**src/rtl/sdram_arb_pkg.sv**
```systemverilog
// Shared types and constants for the SDRAM port arbiter.
package sdram_arb_pkg;

  localparam int SDRAM_AW = 23;
  localparam int SDRAM_DW = 32;

  typedef enum logic [1:0] {
    IDLE  = 2'd0,
    GRANT = 2'd1,
    RESP  = 2'd2
  } arb_state_t;

  typedef enum logic {
    OP_READ  = 1'b0,
    OP_WRITE = 1'b1
  } sdram_op_t;

  // Fold an index that may exceed the requester count by less than one lap.
  function automatic int unsigned rr_wrap(input int unsigned idx, input int unsigned n);
    if (idx >= n) begin
      return idx - n;
    end else begin
      return idx;
    end
  endfunction

endpackage

```
**src/rtl/sdram_rr_picker.sv**
```systemverilog
// Combinational round-robin picker: first pending requester after last_grant.
module sdram_rr_picker
  import sdram_arb_pkg::*;
#(
  parameter int NUM_REQ = 3
) (
  input  logic [NUM_REQ-1:0]         pending,
  input  logic [$clog2(NUM_REQ)-1:0] last_grant,
  output logic                       valid,
  output logic [$clog2(NUM_REQ)-1:0] winner
);

  localparam int IW = $clog2(NUM_REQ);

  logic [2*NUM_REQ-1:0] pend2_s;
  logic [2*NUM_REQ-1:0] rot_s;
  int unsigned          base_s;

  // Rotate the doubled pending vector so bit 0 is the highest-priority slot,
  // then take the lowest set bit and map it back to a requester index.
  always_comb begin
    base_s  = 32'(last_grant) + 32'd1;
    pend2_s = {pending, pending};
    rot_s   = pend2_s >> base_s;
    valid   = 1'b0;
    winner  = '0;
    for (int k = 0; k < NUM_REQ; k++) begin
      if (!valid && rot_s[k]) begin
        valid  = 1'b1;
        winner = IW'(rr_wrap(base_s + 32'(k), 32'(NUM_REQ)));
      end else begin
        valid = valid;
      end
    end
  end

endmodule

```
**src/rtl/sdram_arbiter.sv**
```systemverilog
// Round-robin arbiter sharing one SDRAM access port between NUM_REQ
// requesters, one transaction in flight, with a timeout watchdog.
module sdram_arbiter
  import sdram_arb_pkg::*;
#(
  parameter int NUM_REQ        = 3,
  parameter int TIMEOUT_CYCLES = 1024
) (
  input  logic                          i_clk,
  input  logic                          i_rst_n,
  input  logic [NUM_REQ*SDRAM_AW-1:0]   req_addr,
  input  logic [NUM_REQ-1:0]            req_read,
  input  logic [NUM_REQ-1:0]            req_write,
  input  logic [NUM_REQ*SDRAM_DW-1:0]   req_wdata,
  output logic [SDRAM_DW-1:0]           req_rdata,
  output logic [NUM_REQ-1:0]            req_done,
  output logic [NUM_REQ-1:0]            req_err,
  output logic [SDRAM_AW-1:0]           sdram_addr,
  output logic                          sdram_read,
  output logic                          sdram_write,
  output logic [SDRAM_DW-1:0]           sdram_writedata,
  input  logic [SDRAM_DW-1:0]           sdram_readdata,
  input  logic                          sdram_finished,
  output logic [$clog2(NUM_REQ)-1:0]    o_grant_id,
  output logic                          o_busy
);

  localparam int IW = $clog2(NUM_REQ);
  localparam int CW = $clog2(TIMEOUT_CYCLES);
  localparam logic [CW-1:0] CNT_MAX   = CW'(TIMEOUT_CYCLES - 1);
  localparam logic [IW-1:0] LAST_INIT = IW'(NUM_REQ - 1);

  arb_state_t          state_r;
  arb_state_t          state_nxt_s;
  logic [IW-1:0]       last_grant_r;
  logic [IW-1:0]       grant_r;
  sdram_op_t           op_r;
  sdram_op_t           op_nxt_s;
  logic [SDRAM_AW-1:0] addr_r;
  logic [SDRAM_DW-1:0] wdata_r;
  logic [CW-1:0]       cnt_r;
  logic                rd_r;
  logic                wr_r;
  logic [SDRAM_DW-1:0] rdata_r;
  logic [NUM_REQ-1:0]  done_r;
  logic [NUM_REQ-1:0]  err_r;

  logic [NUM_REQ-1:0]  pending_s;
  logic                pick_valid_s;
  logic [IW-1:0]       pick_idx_s;
  logic                load_s;
  logic                fin_ok_s;
  logic                fin_err_s;
  logic [NUM_REQ-1:0]  grant_onehot_s;

  logic [SDRAM_AW-1:0] addr_a  [NUM_REQ];
  logic [SDRAM_DW-1:0] wdata_a [NUM_REQ];

  for (genvar g = 0; g < NUM_REQ; g++) begin : g_unpack
    assign addr_a[g]  = req_addr[g*SDRAM_AW +: SDRAM_AW];
    assign wdata_a[g] = req_wdata[g*SDRAM_DW +: SDRAM_DW];
  end

  assign pending_s      = req_read | req_write;
  assign grant_onehot_s = {{(NUM_REQ-1){1'b0}}, 1'b1} << grant_r;
  assign op_nxt_s       = req_write[pick_idx_s] ? OP_WRITE : OP_READ;

  sdram_rr_picker #(
    .NUM_REQ (NUM_REQ)
  ) u_picker (
    .pending    (pending_s),
    .last_grant (last_grant_r),
    .valid      (pick_valid_s),
    .winner     (pick_idx_s)
  );

  // FSM state register.
  always_ff @(posedge i_clk or negedge i_rst_n) begin
    if (!i_rst_n) begin
      state_r <= IDLE;
    end else begin
      state_r <= state_nxt_s;
    end
  end

  // Next-state decode plus the one-cycle strobes that steer the datapath.
  always_comb begin
    state_nxt_s = state_r;
    load_s      = 1'b0;
    fin_ok_s    = 1'b0;
    fin_err_s   = 1'b0;
    case (state_r)
      IDLE: begin
        if (pick_valid_s) begin
          state_nxt_s = GRANT;
          load_s      = 1'b1;
        end else begin
          state_nxt_s = IDLE;
        end
      end
      GRANT: begin
        // Completion beats the watchdog when both land on the same cycle.
        if (sdram_finished) begin
          state_nxt_s = RESP;
          fin_ok_s    = 1'b1;
        end else if (cnt_r == CNT_MAX) begin
          state_nxt_s = RESP;
          fin_err_s   = 1'b1;
        end else begin
          state_nxt_s = GRANT;
        end
      end
      RESP: begin
        state_nxt_s = IDLE;
      end
      default: begin
        state_nxt_s = IDLE;
      end
    endcase
  end

  // Command latches: capture the winner's request and hold it through GRANT.
  always_ff @(posedge i_clk or negedge i_rst_n) begin
    if (!i_rst_n) begin
      grant_r      <= '0;
      last_grant_r <= LAST_INIT;
      op_r         <= OP_READ;
      addr_r       <= '0;
      wdata_r      <= '0;
      rd_r         <= 1'b0;
      wr_r         <= 1'b0;
    end else if (load_s) begin
      grant_r      <= pick_idx_s;
      last_grant_r <= pick_idx_s;
      op_r         <= op_nxt_s;
      addr_r       <= addr_a[pick_idx_s];
      wdata_r      <= wdata_a[pick_idx_s];
      rd_r         <= (op_nxt_s == OP_READ);
      wr_r         <= (op_nxt_s == OP_WRITE);
    end else if (fin_ok_s || fin_err_s) begin
      rd_r         <= 1'b0;
      wr_r         <= 1'b0;
    end else begin
      rd_r         <= rd_r;
      wr_r         <= wr_r;
    end
  end

  // Watchdog counter: cycles spent in GRANT, parked at its limit rather than wrapping.
  always_ff @(posedge i_clk or negedge i_rst_n) begin
    if (!i_rst_n) begin
      cnt_r <= '0;
    end else if (load_s) begin
      cnt_r <= '0;
    end else if ((state_r == GRANT) && (cnt_r != CNT_MAX)) begin
      cnt_r <= cnt_r + CW'(1);
    end else begin
      cnt_r <= cnt_r;
    end
  end

  // Response registers: valid only during the single RESP cycle.
  always_ff @(posedge i_clk or negedge i_rst_n) begin
    if (!i_rst_n) begin
      done_r  <= '0;
      err_r   <= '0;
      rdata_r <= '0;
    end else if (fin_ok_s) begin
      done_r  <= grant_onehot_s;
      err_r   <= '0;
      rdata_r <= (op_r == OP_READ) ? sdram_readdata : '0;
    end else if (fin_err_s) begin
      done_r  <= '0;
      err_r   <= grant_onehot_s;
      rdata_r <= '0;
    end else begin
      done_r  <= '0;
      err_r   <= '0;
      rdata_r <= '0;
    end
  end

  assign sdram_addr      = addr_r;
  assign sdram_writedata = wdata_r;
  assign sdram_read      = rd_r;
  assign sdram_write     = wr_r;
  assign req_rdata       = rdata_r;
  assign req_done        = done_r;
  assign req_err         = err_r;
  assign o_grant_id      = grant_r;
  assign o_busy          = (state_r != IDLE);

endmodule

```
**config.mk**
```make
export PLATFORM = sky130hd
export DESIGN_NAME = sdram_arbiter
export DESIGN_NICKNAME = d
export VERILOG_FILES = /design/src/rtl/sdram_arb_pkg.sv /design/src/rtl/sdram_rr_picker.sv /design/src/rtl/sdram_arbiter.sv
export SDC_FILE = /design/constraint.sdc
export NUM_CORES = 1
export LEC_CHECK = 0
export ABC_AREA = 1
export CORE_MARGIN = 8
export CORE_UTILIZATION = 35
export CTS_CLUSTER_SIZE = 16
export DETAILED_ROUTE_END_ITERATION = 8
export PLACE_DENSITY = 0.76
export SYNTH_ARGS = -nofsm -noshare
export SYNTH_HDL_FRONTEND = slang
export SYNTH_SLANG_ARGS = --single-unit
```
**constraint.sdc**
```tcl
create_clock -name i_clk -period 3.8 [get_ports i_clk]
set_clock_uncertainty 0.1 [all_clocks]
set_input_delay 0.38 -clock i_clk [delete_from_list [all_inputs] [get_ports i_clk]]
set_output_delay 0.38 -clock i_clk [all_outputs]
set_load 0.005 [all_outputs]
```
==> results.ini, run 1 <==
[layout]
nNetsFinal = 1418
fin_cells = 1447
antenna_cells = 0
syn2layout_area_growth_pct = 50.8
drive_above_1_share_pct = 7.75
final_common_cell = nand2_1
layout_common_cells = 324 x nand2_1, 302 x clkdlybuf4s50_1, 165 x nand3_1

[routing]
via_per_inst = 4.76
drt.antenna.violating_nets = 0
drtIter0Drc = 485
drt_first_pass_iters = 5
wl_per_cell_um = 15.8
drt-total-wl_um = 22800
vias = 6892
drc = 0

[timing]
drv_slew = 0
slew_headroom_pct = 21.8
setup_tns_ns = 0
setup_violations = 0
worst_pin_slew_ns = 1.17
hold_viol = 0
rsz0062_at_grt = no
min_period_over_period_pct = 75.3
fin_crit_ns = 2.86
max_freq_ghz = 0.349
holdWs_ns = 0.380

[run]
maxCapViolCount = 0

[synth]
ys.flop_type = dfrtp_1
synthMuxAreaShare_pct = 0
synth_xor_area_share_pct = 0.263
synthAdderAreaFrac_pct = 0.751
synthDistinctLibCells = 33
synth-simple-area-share_pct = 41.7
avgSynthCellArea_um2 = 7.10
synth-seq-cells = 111
synth-compound-area-share_pct = 1.69
synth_edf_count = 0
ys_seq_area_share_pct = 41.7
synth_fp_nets = 1149
synth_top_family_by_area = simple AND/OR/NAND/NOR gates
yosys_warnings = 0
postSynthCellCount = 939
synth_area_um2 = 6670
async_flop_share_pct = 100

[cts]
cts_tree = built
clkTransAtPathRegs_ns = 0.07
cts_made_buffers = 9
root_buffer = clkbuf_16
htree_levels = 3
post_cts_buffers = 0
clockBufferDepth = 2
cts_resized = 0
cts.sink_count = 111
holdBufCountCts = 1
clk_latency_ns = 0.34

[global_route]
grt_util_met1_pct = 22.3
grt_overflow = 0
antenna_found_initial = 0
first_global_vias = 6704
grt_pass1_wl_um = 36200
met2_usage_pct = 30.8
busiest_layer = met2
grt_max_degree = 68
grt_use_total_pct = 18.9
use_met3_pct = 7.76

[floorplan]
fp.dieH_um = 154
die_area_um2 = 23700
ioPinCount = 304
fp.coreArea_um2 = 18700
rows = 50
die_width_um = 154
start_util_pct = 35.6

[place]
port_buffers = 303
dp_cells = 1430
hpwl_um = 16900
routabilityCongestion = 0.877

[power]
leakagePower_nw = 5.11
peakVddDrop_uv = 476
power_density_nw_per_um2 = 765
power_mw = 7.69

[worst_setup_path]
cpMaxStageDelayCell = nand3_2
rr_startpoint = last_grant_r[0]$_DFFE_PN0N_
start_kind = register
crit_required_ns = 3.93
critPathMaxFanout = 22
worst-r2r-cell-count = 12
timing.rr.end = sdram_addr[2]$_DFFE_PN0N_
rrSetupSlack_ns = 0.94
crit_top_cell = nand2_1
arrival_ns = 2.99
crit_type = reg -> reg
cp_cell_sequence = buf_4, inv_2, ha_1, xnor2_1, inv_1, nand4_1, nand3_2, buf_4, nand3_1, nand2_1, nand2_1, nand2_1
end_kind = register
cp-startpoint = last_grant_r[0]$_DFFE_PN0N_
max_stage_delay_ns = 0.51

[hold_path]
min-delay-start = sdram_addr[5]$_DFFE_PN0N_
hold_end = sdram_addr[5]$_DFFE_PN0N_
holdPathStages = 2
hold_path_class = reg -> reg

[status]
status = finished clean

==> flip-flops by register name, summed over array words and instances (netlist names), 2 cells and up <==
signal / cells
req_err: 3
sdram_addr: 23
req_rdata: 32
cnt_r: 10
state_r: 2
sdram_writedata: 32
last_grant_r: 2
req_done: 3
==> power breakdown <==
group	total (mW)	switching, mW	internal (mW)	leakage [nW]
Clock	1.02	0.441	0.584	0.153
Combinational	4.83	2.93	1.90	3.52
Sequential	1.84	0.239	1.60	1.44
==> synthesized netlist by cell type (3+ instances only) <==
| cell type | n | area, µm² |
|---|---|---|
| o21ai_0 | 14 | 70.1 |
| nand3_2 | 21 | 210 |
| ha_1 | 4 | 50.1 |
| nor3_1 | 9 | 45.0 |
| nand2_1 | 324 | 1220 |
| buf_6 | 7 | 78.8 |
| buf_8 | 5 | 75.1 |
| nand3_1 | 167 | 836 |
| inv_2 | 3 | 11.3 |
| buf_2 | 30 | 150 |
| a21oi_1 | 3 | 15.0 |
| clkbuf_1 | 8 | 30.0 |
| a31oi_1 | 3 | 18.8 |
| inv_1 | 135 | 507 |
| nor2_1 | 43 | 161 |
| buf_4 | 6 | 45.0 |
| nand2_4 | 5 | 56.3 |
| dfrtp_1 | 110 | 2750 |
| nand2_2 | 26 | 163 |
==> how the worst max path moves through the flow <==
stage	to	cells after the start	slack [ns]
2_1_floorplan	sdram_addr[2]$_DFFE_PN0N_	12	1.70
6_report	sdram_addr[2]$_DFFE_PN0N_	12	0.94
5_1_grt	sdram_writedata[2]$_DFFE_PN0N_	12	0.72
3_3_place_gp	sdram_write$_DFFE_PN0P_	14	0.75
4_1_cts	sdram_writedata[0]$_DFFE_PN0N_	12	0.88
3_5_place_dp	op_r$_DFFE_PN0N_	14	0.68
==> through the flow <==
step | util (%) | setup WS (ns) | area [µm²]
finish | 53.7 | 0.938 | 10100
global route | 53.7 | 0.722 | 10100
CTS | 53.7 | 0.883 | 10100
detailed placement | 52.0 | 0.683 | 9720
global placement | 52.0 | 0.754 | 9720
floorplan | - | 1.70 | 6670
==> logic make-up (layout without fill, tap and decap cells) <==
group	Yosys count	count (layout)
AND/OR/NAND/NOR	604	604
flip-flops	111	111
buffers and inverters	197	471
AO/OA/AOI/OAI	21	21
adder cells (fa/ha/maj)	4	4
XOR/XNOR	2	2
==> routing by layer <==
metal | vias to the layer above | part of all wire (%)
met3 | 35 | 11
met4 | 0 | 2.6
li1 | 3414 | -
met5 | - | 0
met1 | 3141 | 41
met2 | 302 | 45
==> critical path: cells and delay by family, from the launching register on <==
kind                     cells  cell delay (ns)
flip-flops                   1             0.32
AND/OR/NAND/NOR              6             0.88
XOR/XNOR                     1             0.19
adder cells (fa/ha/maj)      1             0.35
buffers and inverters        4             0.89
==> area by class of cell <==
type                            instances  area [µm²]
Clock inverter                          6        93.8
Clock buffer                           10         229
Multi-Input combinational cell        631        2980
Tap cell                              234         293
Fill cell                            1758        8650
Timing Repair Buffer                  316        3160
Inverter                              139         524
Sequential cell                       111        2780
No activity file was read; power rests on OpenSTA's default activity.
==> run 2: changes to the inputs <==
==> constraint.sdc (replaced) <==
create_clock -name i_clk -period 2.9 [get_ports i_clk]
set_clock_uncertainty 0.1 [all_clocks]
set_input_delay 0.29 -clock i_clk [delete_from_list [all_inputs] [get_ports i_clk]]
set_output_delay 0.29 -clock i_clk [all_outputs]
set_load 0.005 [all_outputs]
==> run 2 against run 1 <==
Register-to-register slack lost 0.39 ns. First-iteration DRC count shrank 25%. Critical path depth decreased by 1. Cell count up 0.41%. Hold slack lost 0.018 ns. Worst setup slack lost 0.39 ns. Sequential share of layout area is 0.17 points lower. Maximum frequency grew 22%. Non-clock buffer count up 6. Combinational power is 36% higher. Largest power group unchanged.
==> results.ini, run 2 (synthesized netlist as in run 1, its figures left out) <==
[status]
status = finished clean

[layout]
fin_cells = 1453
final_common_cell = nand2_1
nNetsFinal = 1424
antenna_cells = 0
fillers = 1758
multi_input_area_um2 = 2980
ff_latch_area_um2 = 2780
layout_common_cells = 324 x nand2_1, 302 x clkdlybuf4s50_1, 165 x nand3_1
drive_above_1_share_pct = 8.29
syn2layout_area_growth_pct = 51.8

[worst_setup_path]
cp_cell_sequence = inv_2, ha_1, inv_1, nand3_1, nand2_1, nor2_4, buf_4, nand3_1, nand2_1, nand2_1, nand2_1
end_kind = register
crit_top_cell = nand2_1
start_kind = register
arrival_ns = 2.53
crit_required_ns = 3.08
max_stage_delay_ns = 0.62
rr_startpoint = last_grant_r[1]$_DFFE_PN1N_
cpMaxStageDelayCell = dfstp_2
crit_type = reg -> reg
cp-startpoint = last_grant_r[1]$_DFFE_PN1N_
critPathMaxFanout = 31

[place]
dp_cells = 1436
hpwl_um = 17400
port_buffers = 303
routabilityCongestion = 0.875

[global_route]
grt_overflow = 0
grt_pass1_wl_um = 36700
grt_use_total_pct = 19.3
grt_max_degree = 69
antenna_found_initial = 0
first_global_vias = 6845

[timing]
fin_crit_ns = 2.35
max_freq_ghz = 0.425
rsz0062_at_grt = no
drv_slew = 0
slew_headroom_pct = 34.9
setup_tns_ns = 0
setup_violations = 0
min_period_over_period_pct = 81.1
worst_pin_slew_ns = 0.977
hold_viol = 0

[floorplan]
die_width_um = 154
fp.coreArea_um2 = 18700
rows = 50
fp.dieH_um = 154
ioPinCount = 304
start_util_pct = 35.6
die_area_um2 = 23700

[routing]
drt_first_pass_iters = 5
drtIter0Drc = 365
via_per_inst = 4.71
vias = 6850
drc = 0
drt-total-wl_um = 23100
wl_per_cell_um = 15.9
drt.antenna.violating_nets = 0

[cts]
clkTransAtPathRegs_ns = 0.07
clockBufferDepth = 2
root_buffer = clkbuf_16
htree_levels = 3
clk_latency_ns = 0.35
cts_resized = 0
cts.sink_count = 111
post_cts_buffers = 0
cts_tree = built
cts_made_buffers = 9

[run]
maxCapViolCount = 0

[hold_path]
min-delay-start = sdram_readdata[17]
hold_path_class = in -> reg

[power]
power_density_nw_per_um2 = 1010
leakagePower_nw = 5.15
peakVddDrop_uv = 797

[run 2: area by class of cell]
class / instances / area share [%]
Clock buffer: 11 / 2.50
Sequential cell: 111 / 27.5
Inverter: 139 / 5.18
Timing Repair Buffer: 322 / 32.1
Tap cell: 234 / 2.89
Multi-Input combinational cell: 631 / 29.4
Clock inverter: 5 / 0.383
[run 2: through the flow]
stage / hold slack [ns] / total power [mW] / worst slack, ns / utilization [%] / cell area [µm²]
2_1_floorplan: -0.106 / 6.88 / 0.798 / - / 6670
3_3_place_gp: 0.232 / 9.02 / 0.427 / 52.5 / 9810
3_5_place_dp: 0.232 / 9.13 / 0.363 / 52.5 / 9810
4_1_cts: 0.345 / 10.4 / 0.520 / 54.1 / 10100
5_1_grt: 0.355 / 11.2 / 0.366 / 54.1 / 10100
6_report: 0.362 / 10.2 / 0.548 / 54.1 / 10100
[run 2: final timing paths]
path	endpoint	slack (ns)	depth (start not counted)
min in group asynchronous	sdram_writedata[17]$_DFFE_PN0N_	0.42	2
max in group asynchronous	last_grant_r[1]$_DFFE_PN1N_	1.46	3
max	op_r$_DFFE_PN0N_	0.55	11
max reg2reg	op_r$_DFFE_PN0N_	0.55	11
min	req_rdata[17]$_DFF_PN0_	0.36	3
min reg2reg	sdram_addr[21]$_DFFE_PN0N_	0.38	2
[run 2: critical path: cells and delay by family, from the launching register on]
family / cells / cell delay [ns]
AND/OR/NAND/NOR: 7 / 0.69
buffers and inverters: 3 / 0.53
flip-flops: 1 / 0.62
adder cells (fa/ha/maj): 1 / 0.33
[run 2: layer usage]
metal	vias up	global-route usage [%]	wire, µm
li1	3425	-	-
met1	3128	22.1	9160
met2	276	32.1	10800
met3	21	8.63	2680
met4	0	4.99	412
met5	-	0	0
[run 2: power breakdown]
part	internal, mW	switching, mW
clock network	0.639	0.580
logic	2.69	3.89
registers	2.10	0.334
[run 2: what timing repair did]
action	4_1_cts	5_1_grt
hold buffers	1	0
setup endpoints to repair	0	0
endpoints found under the hold margin	43	0
==> run 3: changes to the inputs <==
==> constraint.sdc (replaced) <==
create_clock -name i_clk -period 2.4 [get_ports i_clk]
set_clock_uncertainty 0.1 [all_clocks]
set_input_delay 0.24 -clock i_clk [delete_from_list [all_inputs] [get_ports i_clk]]
set_output_delay 0.24 -clock i_clk [all_outputs]
set_load 0.005 [all_outputs]
==> run 3 against run 2 <==
Largest cell class unchanged. Register-to-register slack got worse by 0.34 ns. Sequential power up 17%. Non-clock buffer count is 13 higher. First-iteration DRC count decreased by 10%. Highest routed layer unchanged. Power up 28%. Clock-buffer cell count down 1. Core utilization grew 1.4 points.
==> results.ini, run 3 (synthesized netlist as in run 1, its figures left out) <==
[timing]
rsz0062_at_grt = no
fin_crit_ns = 2.19
worst_pin_slew_ns = 0.535
setup_violations = 0
min_period_over_period_pct = 91.4
max_freq_ghz = 0.456
drv_slew = 0
slew_headroom_pct = 64.2
setup_tns_ns = 0
hold_viol = 0

[worst_setup_path]
start_kind = register
critPathMaxFanout = 8
cp_cell_sequence = ha_1, nand3_1, nor3_1, nor2_1, nand2_1, nor2_1, nand2_1, nor3b_1, nor3_1
max_stage_delay_ns = 0.42
arrival_ns = 2.33
rrSetupSlack_ns = 0.21
crit_type = reg -> reg
cpMaxStageDelayCell = nor2_1
cp-startpoint = cnt_r[0]$_DFFE_PN0P_
timing.rr.end = cnt_r[9]$_DFFE_PN0P_
end_kind = register
crit_required_ns = 2.53
rr_startpoint = cnt_r[0]$_DFFE_PN0P_
worst-r2r-cell-count = 9

[place]
dp_cells = 1446
hpwl_um = 17800
port_buffers = 303
routabilityCongestion = 0.891
dpl-instance-area_um2 = 10000

[floorplan]
fp.dieH_um = 154
die_area_um2 = 23700
rows = 50
die_width_um = 154
start_util_pct = 35.6
ioPinCount = 304
fp.coreArea_um2 = 18700

[power]
power_mw = 13.1
leakagePower_nw = 5.27
peakVddDrop_uv = 721
power_density_nw_per_um2 = 1260

[routing]
drt.antenna.violating_nets = 0
via_per_inst = 4.72
drtIter0Drc = 328
drt_first_pass_iters = 5
wl_per_cell_um = 16.0
drc = 0
drt-total-wl_um = 23500
vias = 6914

[status]
status = finished clean

[global_route]
first_global_vias = 6820
grt_pass1_wl_um = 37200
grt_use_total_pct = 19.5
grt_max_degree = 43
grt_overflow = 0
antenna_found_initial = 0

[cts]
clockBufferDepth = 2
cts_tree = built
cts_made_buffers = 9
htree_levels = 3
clkTransAtPathRegs_ns = 0.09
clk_latency_ns = 0.35
cts.sink_count = 111
root_buffer = clkbuf_16

[hold_path]
hold_path_class = in -> async

[layout]
syn2layout_area_growth_pct = 55.8
drive_above_1_share_pct = 9.42
nNetsFinal = 1437
fin_cells = 1466
final_common_cell = nand2_1
final_cell_area_um2 = 10400
antenna_cells = 0
layout_common_cells = 324 x nand2_1, 302 x clkdlybuf4s50_1, 165 x nand3_1

[run]
maxCapViolCount = 0

[run 3: changes by cell type in the layout (fill, tap and decap cells not counted), sizes merged]
cell      before  now
buf           19   31
clkinvlp       0    1
inv          141  144
clkinv         3    0
[run 3: worst max path at each step]
stage | endpoint | slack [ns] | depth (start not counted)
after detailed placement | sdram_write$_DFFE_PN0P_ | -0.02 | 16
after global routing | sdram_addr[10]$_DFFE_PN0N_ | 0.03 | 13
final | cnt_r[9]$_DFFE_PN0P_ | 0.21 | 9
after floorplan | sdram_addr[2]$_DFFE_PN0N_ | 0.30 | 12
after CTS | sdram_addr[21]$_DFFE_PN0N_ | 0.07 | 12
after global placement | sdram_write$_DFFE_PN0P_ | -0.01 | 16
[run 3: through the flow]
stage | utilization (%) | hold WS (ns) | setup slack [ns]
2_1_floorplan | - | -0.156 | 0.298
3_3_place_gp | 53.5 | 0.148 | -0.0125
3_5_place_dp | 53.5 | 0.153 | -0.0212
4_1_cts | 55.2 | 0.288 | 0.0725
5_1_grt | 55.5 | 0.313 | 0.0303
6_report | 55.5 | 0.294 | 0.206
[run 3: worst max-delay path, delay by kind of cell (launching register included)]
kind	cells	cell delay, ns
and+or+nand+nor	8	1.35
DFF	1	0.39
adders and majority gates	1	0.23
[run 3: layout make-up]
class                      count  area (µm²)
inverter                     139         524
timing repair buffer         335        3490
multi-input combinational    631        3000
sequential                   111        2780
clock buffer                  10         239
clock inverter                 6        58.8
tap                          234         293
fill                        1716        8320
[run 3: timing repair]
item                                    CTS  global route
hold endpoints to repair                 34             0
buffers inserted                          0             2
hold buffers                              1             0
endpoints found under the setup margin    0            57
resized for setup                         0             2
[run 3: where the power goes]
part           internal, mW  switching [mW]  leakage [nW]
registers              2.53           0.317          1.44
clock network         0.765           0.758         0.145
logic                  3.80            4.95          3.69
[run 3: layer usage]
metal,up-vias,share of wire (%),track usage (%)
met4,0,1.6,5.18
met5,-,0,0
li1,3452,-,-
met1,3151,41,23.4
met3,21,11,6.89
met2,290,47,32.6
